==> config.mk <==
export PLATFORM = sky130hd
export DESIGN_NAME = array_scan_controller
export DESIGN_NICKNAME = d
export VERILOG_FILES = /design/src/rtl/array_scan_controller_pkg.sv /design/src/rtl/array_scan_controller_group_element_counter.sv /design/src/rtl/array_scan_controller.sv
export SDC_FILE = /design/constraint.sdc
export NUM_CORES = 1
export LEC_CHECK = 0
export BUFFER_PORTS_ARGS = -buffer_cell sky130_fd_sc_hd__buf_2
export CAP_MARGIN = 0
export CORE_MARGIN = 5
export CORE_UTILIZATION = 40
export DETAILED_ROUTE_END_ITERATION = 7
export GPL_TIMING_DRIVEN = 0
export PLACE_DENSITY = 0.71
export SYNTH_ARGS = -nofsm -noshare
export SYNTH_HDL_FRONTEND = slang
export SYNTH_HIERARCHICAL = 1
export SYNTH_SLANG_ARGS = --single-unit
==> constraint.sdc <==
create_clock -name clock -period 2.22 [get_ports clock]
set_input_delay 0.111 -clock clock [delete_from_list [all_inputs] [get_ports clock]]
set_output_delay 0.111 -clock clock [all_outputs]
set_load 0.03 [all_outputs]
==> src/rtl/array_scan_controller_pkg.sv <==
// Shared helpers and FSM encoding for the array scan controller.
package array_scan_controller_pkg;

  // Number of bits needed to represent value (0 for value == 0).
  function automatic int unsigned log2(input int unsigned value);
    int unsigned bits;
    bits = 0;
    for (int i = 0; i < 32; i++) begin
      if ((value >> i) != 0) bits = i + 1;
    end
    return bits;
  endfunction

  typedef enum logic [1:0] {
    StIdle  = 2'd0,
    StScan  = 2'd1,
    StDrain = 2'd2
  } state_e;

endpackage

==> src/rtl/array_scan_controller_group_element_counter.sv <==
// Address / element-in-group / group counters for one array scan.
module group_element_counter
  import array_scan_controller_pkg::*;
#(
  parameter int unsigned DIM = 4,
  parameter int unsigned MAX = 8,
  localparam int unsigned ADDR_W = log2(MAX - 1),
  localparam int unsigned ELEM_W = log2(DIM - 1),
  localparam int unsigned GRP_W  = log2(MAX / DIM - 1) + 1
) (
  input  logic              clock,
  input  logic              reset,
  input  logic              clear,
  input  logic              advance,
  output logic [ADDR_W-1:0] addr,
  output logic [ELEM_W-1:0] elem,
  output logic [GRP_W-1:0]  group,
  output logic              is_last_elem,
  output logic              is_last_addr
);

  localparam int unsigned NumGroups = MAX / DIM;

  logic [ADDR_W-1:0] addr_q, addr_d;
  logic [ELEM_W-1:0] elem_q, elem_d;
  logic [GRP_W-1:0]  group_q, group_d;
  logic              is_last_group;

  assign is_last_elem  = (elem_q == ELEM_W'(DIM - 1));
  assign is_last_addr  = (addr_q == ADDR_W'(MAX - 1));
  assign is_last_group = (group_q == GRP_W'(NumGroups - 1));

  assign addr  = addr_q;
  assign elem  = elem_q;
  assign group = group_q;

  // Next counter values: clear wins, otherwise step on each issued element.
  always_comb begin
    addr_d  = addr_q;
    elem_d  = elem_q;
    group_d = group_q;
    if (clear) begin
      addr_d  = '0;
      elem_d  = '0;
      group_d = '0;
    end else if (advance) begin
      addr_d = is_last_addr ? '0 : addr_q + ADDR_W'(1);
      elem_d = is_last_elem ? '0 : elem_q + ELEM_W'(1);
      if (is_last_elem) begin
        group_d = is_last_group ? '0 : group_q + GRP_W'(1);
      end
    end
  end

  // Counter registers with synchronous active-low reset.
  always_ff @(posedge clock) begin
    if (!reset) begin
      addr_q  <= '0;
      elem_q  <= '0;
      group_q <= '0;
    end else begin
      addr_q  <= addr_d;
      elem_q  <= elem_d;
      group_q <= group_d;
    end
  end

endmodule

==> src/rtl/array_scan_controller.sv <==
// Scan sequencer: issues one array read per cycle and tags the returning data.
module array_scan_controller
  import array_scan_controller_pkg::*;
#(
  parameter int unsigned DIM = 4,
  parameter int unsigned MAX = 8,
  localparam int unsigned ADDR_W = log2(MAX - 1),
  localparam int unsigned GRP_W  = log2(MAX / DIM - 1) + 1
) (
  input  logic              clock,
  input  logic              reset,
  input  logic              start,
  input  logic              abort,
  input  logic              hold,
  output logic [ADDR_W-1:0] mem_addr,
  output logic              mem_rd_en,
  output logic              elem_valid,
  output logic              last_elem,
  output logic              last_group,
  output logic [GRP_W-1:0]  group_idx,
  output logic              busy,
  output logic              done
);

  localparam int unsigned ELEM_W = log2(DIM - 1);

  state_e            state_q, state_d;
  logic              clear, done_set;
  logic [ELEM_W-1:0] elem;
  logic [GRP_W-1:0]  group;
  logic              is_last_elem, is_last_addr;

  group_element_counter #(
    .DIM(DIM),
    .MAX(MAX)
  ) u_counter (
    .clock       (clock),
    .reset       (reset),
    .clear       (clear),
    .advance     (mem_rd_en),
    .addr        (mem_addr),
    .elem        (elem),
    .group       (group),
    .is_last_elem(is_last_elem),
    .is_last_addr(is_last_addr)
  );

  // Element index always tracks the address position within its group.
  elem_tracks_addr: assert property (@(posedge clock) disable iff (!reset)
    int'(elem) == int'(mem_addr) % int'(DIM));

  // State register.
  always_ff @(posedge clock) begin
    if (!reset) state_q <= StIdle;
    else        state_q <= state_d;
  end

  // Next state: abort beats hold and the final issue; start only matters in idle.
  always_comb begin
    state_d = state_q;
    unique case (state_q)
      StIdle:  if (start) state_d = StScan;
      StScan: begin
        if (abort)                          state_d = StIdle;
        else if (mem_rd_en && is_last_addr) state_d = StDrain;
      end
      StDrain: state_d = StIdle;
      default: state_d = StIdle;
    endcase
  end

  // FSM outputs.
  always_comb begin
    mem_rd_en = (state_q == StScan) && !hold && !abort;
    busy      = (state_q != StIdle);
    clear     = (state_q == StIdle) && start;
    done_set  = (state_q == StDrain) && !abort;
  end

  // Tags delayed one stage so they line up with the memory read data.
  always_ff @(posedge clock) begin
    if (!reset) begin
      elem_valid <= 1'b0;
      last_elem  <= 1'b0;
      last_group <= 1'b0;
      group_idx  <= '0;
      done       <= 1'b0;
    end else begin
      elem_valid <= mem_rd_en;
      last_elem  <= mem_rd_en && is_last_elem;
      last_group <= mem_rd_en && (group == GRP_W'(MAX / DIM - 1));
      group_idx  <= group;
      done       <= done_set;
    end
  end

endmodule

==> Word-level counts from Yosys, hierarchy flattened <==
Cells that the tools add are included.
{ "classes": {"addsub": 3, "n_mul": 0, "div_mod_pow": 0, "magnitude_cmp": 0, "n_eq_ne": 7, "shift": 0, "n_mux": 7, "n_bitwise": 1, "reduce_logical": 14} }
{ "op_table": {"columns": ["op", "n"], "rows": [
  ["2-bit 2-to-1 mux", 5],
  ["1-bit logical AND", 7],
  ["2-bit by 1-bit adder with 2-bit output, second input constant", 2],
  ["2-bit by 1-bit equality test with 1-bit output, second input constant", 2],
  ["2-bit equality test, second input constant", 2],
  ["2-bit one-hot mux with 2 select lines", 1],
  ["2-bit AND reduction", 2],
  ["3-bit by 1-bit adder with 3-bit output, second input constant", 1],
  ["3-bit equality test, second input constant", 1],
  ["3-bit 2-to-1 mux", 1],
  ["3-bit != test, second input constant", 1],
  ["1-bit zero test", 2],
  ["2-bit zero test", 1],
  ["2-bit != test, second input constant", 1],
  ["2-bit nonzero test", 1],
  ["2-bit OR reduction", 1],
  ["1-bit NOT", 1]
]} }
{ "word_totals": {"ff_bits": 15, "latch_bits": 0, "mem_bits_rw": 0, "romBits": 0, "input_bits": 5, "out_inout_bits": 11, "wordCells": 41, "memories": 0} }

==> Longest topological paths before layout <==
{ "depth": {"word_depth": 7, "depth_mapped": 5, "ltp_nobuf": 5} }

==> Modules after synthesis <==
Netlist, hierarchy kept.
{ "modules_own_cells": {"columns": ["mod", "instances", "cells_each", "area_per_inst_um2", "seq_area_each_um2"], "rows": [
  ["group_element_counter", 1, 29, 311.5, 140.1],
  ["array_scan_controller", 1, 25, 287.8, 160.2]
]} }

==> Worst setup path after synthesis <==
OpenSTA, ideal clock, no wires.
{ "synth_path": {"kind": "register -> register", "startpoint": "register state_q[0]", "endpoint": "register u_counter.addr_q[0] (netlist: u_counter/addr[0])", "t_arrival_ns": 1.414, "required_ns": 2.150, "setup_slack_ns": 0.736, "stages_incl_launch_ff": 6, "synth_period_minus_slack_ns": 1.484, "cell_sequence": "dfxtp_1 nand2b_4 nor3_4 buf_6 or3b_1 a21oi_1"} }
{ "synth_via": {"elab_chain_cells": 3} }
{ "synth_rtl": {"columns": ["element", "line_no", "text"], "rows": [
  ["start, declared", "array_scan_controller.sv:27", "state_e state_q, state_d;"],
  ["start signal, assigned", "array_scan_controller.sv:54", "if (!reset) state_q <= StIdle;"],
  ["start signal, assigned", "array_scan_controller.sv:55", "else state_q <= state_d;"],
  ["2-bit by 1-bit equality test with 1-bit output", "array_scan_controller.sv:74", "mem_rd_en = (state_q == StScan) && !hold && !abort;"],
  ["1-bit logical AND (2 in series)", "array_scan_controller.sv:74", null],
  ["named net mem_rd_en", "array_scan_controller.sv:16", "output logic mem_rd_en,"],
  ["end signal, assigned", "array_scan_controller_group_element_counter.sv:62", "addr_q <= addr_d;"],
  ["end, declared", "array_scan_controller_group_element_counter.sv:24", "logic [ADDR_W-1:0] addr_q, addr_d;"]
]} }
The timed path passes the listed nets, and every way through them passes these cells.
A chain may end at the register's enable or synchronous reset.

==> Final worst setup path <==
{ "layout_path": {"startpoint": "register state_q[0]", "endpoint": "register u_counter.elem_q[0] (netlist: u_counter/elem[0])"} }
{ "layout_via": {"elab_chain_cells": 3} }
{ "layout_rtl": {"columns": ["element", "line_no", "text"], "rows": [
  ["2-bit by 1-bit equality test with 1-bit output / 2-bit zero test (equally long branches)", "array_scan_controller.sv:74, array_scan_controller.sv:76", null],
  ["1-bit logical AND, on equally long branches", "array_scan_controller.sv:74, array_scan_controller.sv:76", null],
  ["1-bit logical AND / 2-bit OR reduction (equally long branches)", null, null],
  ["end signal, assigned", "array_scan_controller_group_element_counter.sv:63", "elem_q <= elem_d;"],
  ["end, declared", "array_scan_controller_group_element_counter.sv:25", "logic [ELEM_W-1:0] elem_q, elem_d;"]
]} }
Several ways; a longest one is shown, not always the timed one.

==> qor.csv <==
stage,metric,value,unit
sta,worst-case clock skew,0.009931,ns
sta,Final Cycle Share,63.16,%
synthesis,"Seq/Total Area, Yosys",50.10,%
placement,routability congestion estimate,0.6910,
sta,RSZ-0062 raised after global routing,no,
global_route,Overflow after GRT,0,
routing,Pre-antenna DRT Iters,4,
sta,worst slew pin tran,0.2732,ns
finish,layout cells sized above 1,34.25,%
sta,Fmax,713.2,MHz
worst_setup_path,crit path max fanout,10,
worst_setup_path,Buffers & Inverters on Critical Path,1,
worst_setup_path,Worst Setup Start Kind,flip-flop,
clock_tree,post-cts sizing count,0,
synthesis,Synth Instances,54,
clock_tree,# clock sinks,15,
global_route,vias in the first global route,367,
min_path,beginning of the worst hold path,start,
routing,ANT nets after route,0,
worst_setup_path,Crit path max-delay family,simple AND/OR/NAND/NOR gates,
worst_setup_path,worst path required time,2.44,ns
min_path,Worst Hold Depth,3,
clock_tree,CTS tree,done,
synthesis,cell accounting for the most synthesized area,dfxtp_1,
power,Pleak,0.0003354,uW
power,total power per unit cell area,637.4,nW/um^2
die,DIE HEIGHT,48.71,um
sta,Slew HR,81.79,%
die,Initial Utilization,40.73,%
clock_tree,hold buffers post-CTS,0,
worst_setup_path,Worst R2R End,u_counter/elem[0]$_SDFFE_PP0P_,
worst_setup_path,CP peak stage delay,0.40,ns
outcome,status,"finished, final reports clean",
routing,final WL,976,um
min_path,worst hold endpoint,state_q[0]$_SDFFE_PN0P_,
synthesis,"FF+latch count, synth",15,
die,io pins,16,
routing,Initial DRC Count,7,
worst_setup_path,Reg2Reg Depth,5,
finish,Area Growth Syn to Fin,20.46,%
worst_setup_path,arrival time at the worst endpoint,1.62,ns
synthesis,ys flop type,dfxtp_1,
power,VDD IR max,417.0,uV
sta,Final setup viols,0,
synthesis,Post-Syn Area,599.3,um^2
placement,Post-DP HPWL,744.8,um
synthesis,most common cell in the netlist,dfxtp_1,
placement,Buffers on Ports,15,
global_route,initial antenna violation count,0,
sta,setup TNS,0,ns
global_route,first-pass GRT wire length,1.683,mm
flow_run,max_cap viols,0,
die,Die ar.,2373,um^2
sta,Period minus WS final,1.402,ns
finish,design area,721.9,um^2
clock_tree,clk slew on worst S/H paths,0.09,ns
synthesis,Yosys top cell area share,50.10,%
synthesis,Yosys warning count,6,
clock_tree,Clock Tree Buf Depth,2,
min_path,Worst Hold Class,primary input to flip-flop,
clock_tree,post-CTS setup buffer count,0,
die,row count,14,
worst_setup_path,worst-path cell chain,nand2b_4 > nor3_4 > buf_6 > or3b_1 > a21oi_1,
clock_tree,number of buffers created by CTS,3,
synthesis,mean area per synthesized cell,11.10,um^2
synthesis,syn nets,62,
clock_tree,root buffer cell,clkbuf_4,
synthesis,synth top area cells,"dfxtp_1, ha_1, nand2b_1",
routing,average wire per standard cell,10.97,um
global_route,largest net degree at the start of global routing,11,
worst_setup_path,FF-to-FF setup slack,0.82,ns
worst_setup_path,CP max-delay cell,dfxtp_1,
die,core area,1471,um^2
synthesis,Yosys cell types,21,
clock_tree,Clock Latency Late Sink,0.28,ns
routing,Vias/cell,4.888,
placement,DP Area,694.4,um^2
finish,Ant. Diodes,0,
synthesis,Post-synth ARST share,0,%
synthesis,"top cells by count, synth","dfxtp_1, nand2b_1, a21oi_1, nor2_1",
sta,fin. max-slew vios,0,
worst_setup_path,Crit Reg-Reg Startpoint,state_q[0]$_SDFFE_PN0P_,
die,Die X-Extent,48.71,um
finish,# nets final,82,
global_route,overall routing resource usage,9.171,%
worst_setup_path,CP endpoint kind,flip-flop,
worst_setup_path,critical path class,flip-flop to flip-flop,
sta,Final Hold Viols,0,
clock_tree,Clock H-tree levels,1,
routing,DR vias,435,
routing,DRC violations left,0,
synthesis,Post-synth EDFFs,0,
[cells by family (layout without fill, tap and decap cells)]
group / count (synthesis) / after routing / share of synthesized area [%]
AOI/OAI and AO/OA: 6 / 6 / 6.472
and+or+nand+nor: 24 / 24 / 29.02
buffers and inverters: 3 / 22 / 3.132
muxes: 3 / 3 / 5.011
adders and majority gates: 3 / 3 / 6.264
DFF: 15 / 15 / 50.10
[state kept, by name (all words and copies together), names as in the netlist]
register,flops
last_group,1
state_q,2
last_elem,1
u_counter/addr,3
group_idx,2
u_counter/group,2
u_counter/elem,2
done,1
elem_valid,1
[where the power goes]
| part | switching [uW] | leakage (uW) | internal, uW |
|---|---|---|---|
| logic | 19.0 | 0.000197 | 14.0 |
| clock network | 86.7 | 0.0000177 | 66.9 |
| registers | 2.26 | 0.000121 | 271 |
| total | 108 | 0.000335 | 352 |
[metrics by stage]
stage	util (%)	hold WS, ns	total power [uW]	worst slack, ns	std cells
floorplan	-	0.2327	301.5	0.7355	54
global placement	47.19	0.3824	312.3	0.8677	85
detailed placement	47.19	0.3867	313.2	0.8302	85
CTS	49.06	0.08121	468.7	0.8138	89
global route	49.06	0.09873	485.0	0.6815	89
finish	49.06	0.09512	460.1	0.8179	89
[layout make-up]
type / count / area [um^2]
buffer: 1 / 11.26
clock buffer: 3 / 22.52
clock inverter: 1 / 5.005
fill: 159 / 749.5
inverter: 2 / 7.507
multi-input combinational: 36 / 280.3
sequential: 15 / 300.3
tap: 16 / 20.02
timing repair buffer: 15 / 75.07
[how the worst max path moves through the flow]
stage | startpoint | end | slack (ns) | cells past startpoint
after CTS | state_q[0]$_SDFFE_PN0P_ | u_counter/elem[0]$_SDFFE_PP0P_ | 0.81 | 5
after detailed placement | state_q[0]$_SDFFE_PN0P_ | u_counter/elem[0]$_SDFFE_PP0P_ | 0.83 | 5
after floorplan | state_q[0]$_SDFFE_PN0P_ | u_counter/addr[0]$_SDFFE_PP0P_ | 0.74 | 5
final | state_q[0]$_SDFFE_PN0P_ | u_counter/elem[0]$_SDFFE_PP0P_ | 0.82 | 5
after global placement | state_q[0]$_SDFFE_PN0P_ | u_counter/elem[0]$_SDFFE_PP0P_ | 0.87 | 5
after global routing | state_q[0]$_SDFFE_PN0P_ | u_counter/addr[0]$_SDFFE_PP0P_ | 0.68 | 5
[cells in the final DEF (no fill, tap or decap)]
master / instances
dfxtp_1: 15
buf_2: 15
nand2b_1: 6
nor2_1: 4
a21oi_1: 4
and2_1: 3
clkbuf_4: 3
mux2i_1: 3
ha_1: 3
inv_1: 2
or3b_1: 2
or2_1: 1
nand2b_4: 1
nor3_4: 1
nor3_1: 1
and3_1: 1
and3b_1: 1
and4bb_2: 1
nand2b_2: 1
clkinv_2: 1
buf_6: 1
a21bo_2: 1
nand3b_1: 1
a311oi_1: 1
[layer usage]
metal	routed length [um]	global-route usage, %
met4	14	5.381
met5	0	0
met3	84	4.908
met1	425	11.32
met2	451	12.39
[worst min-delay path: stages]
cell,delay [ns]
buf_2,0.11
nand2b_2,0.05
a21oi_1,0.05
No activity file was read; power rests on OpenSTA's default activity.
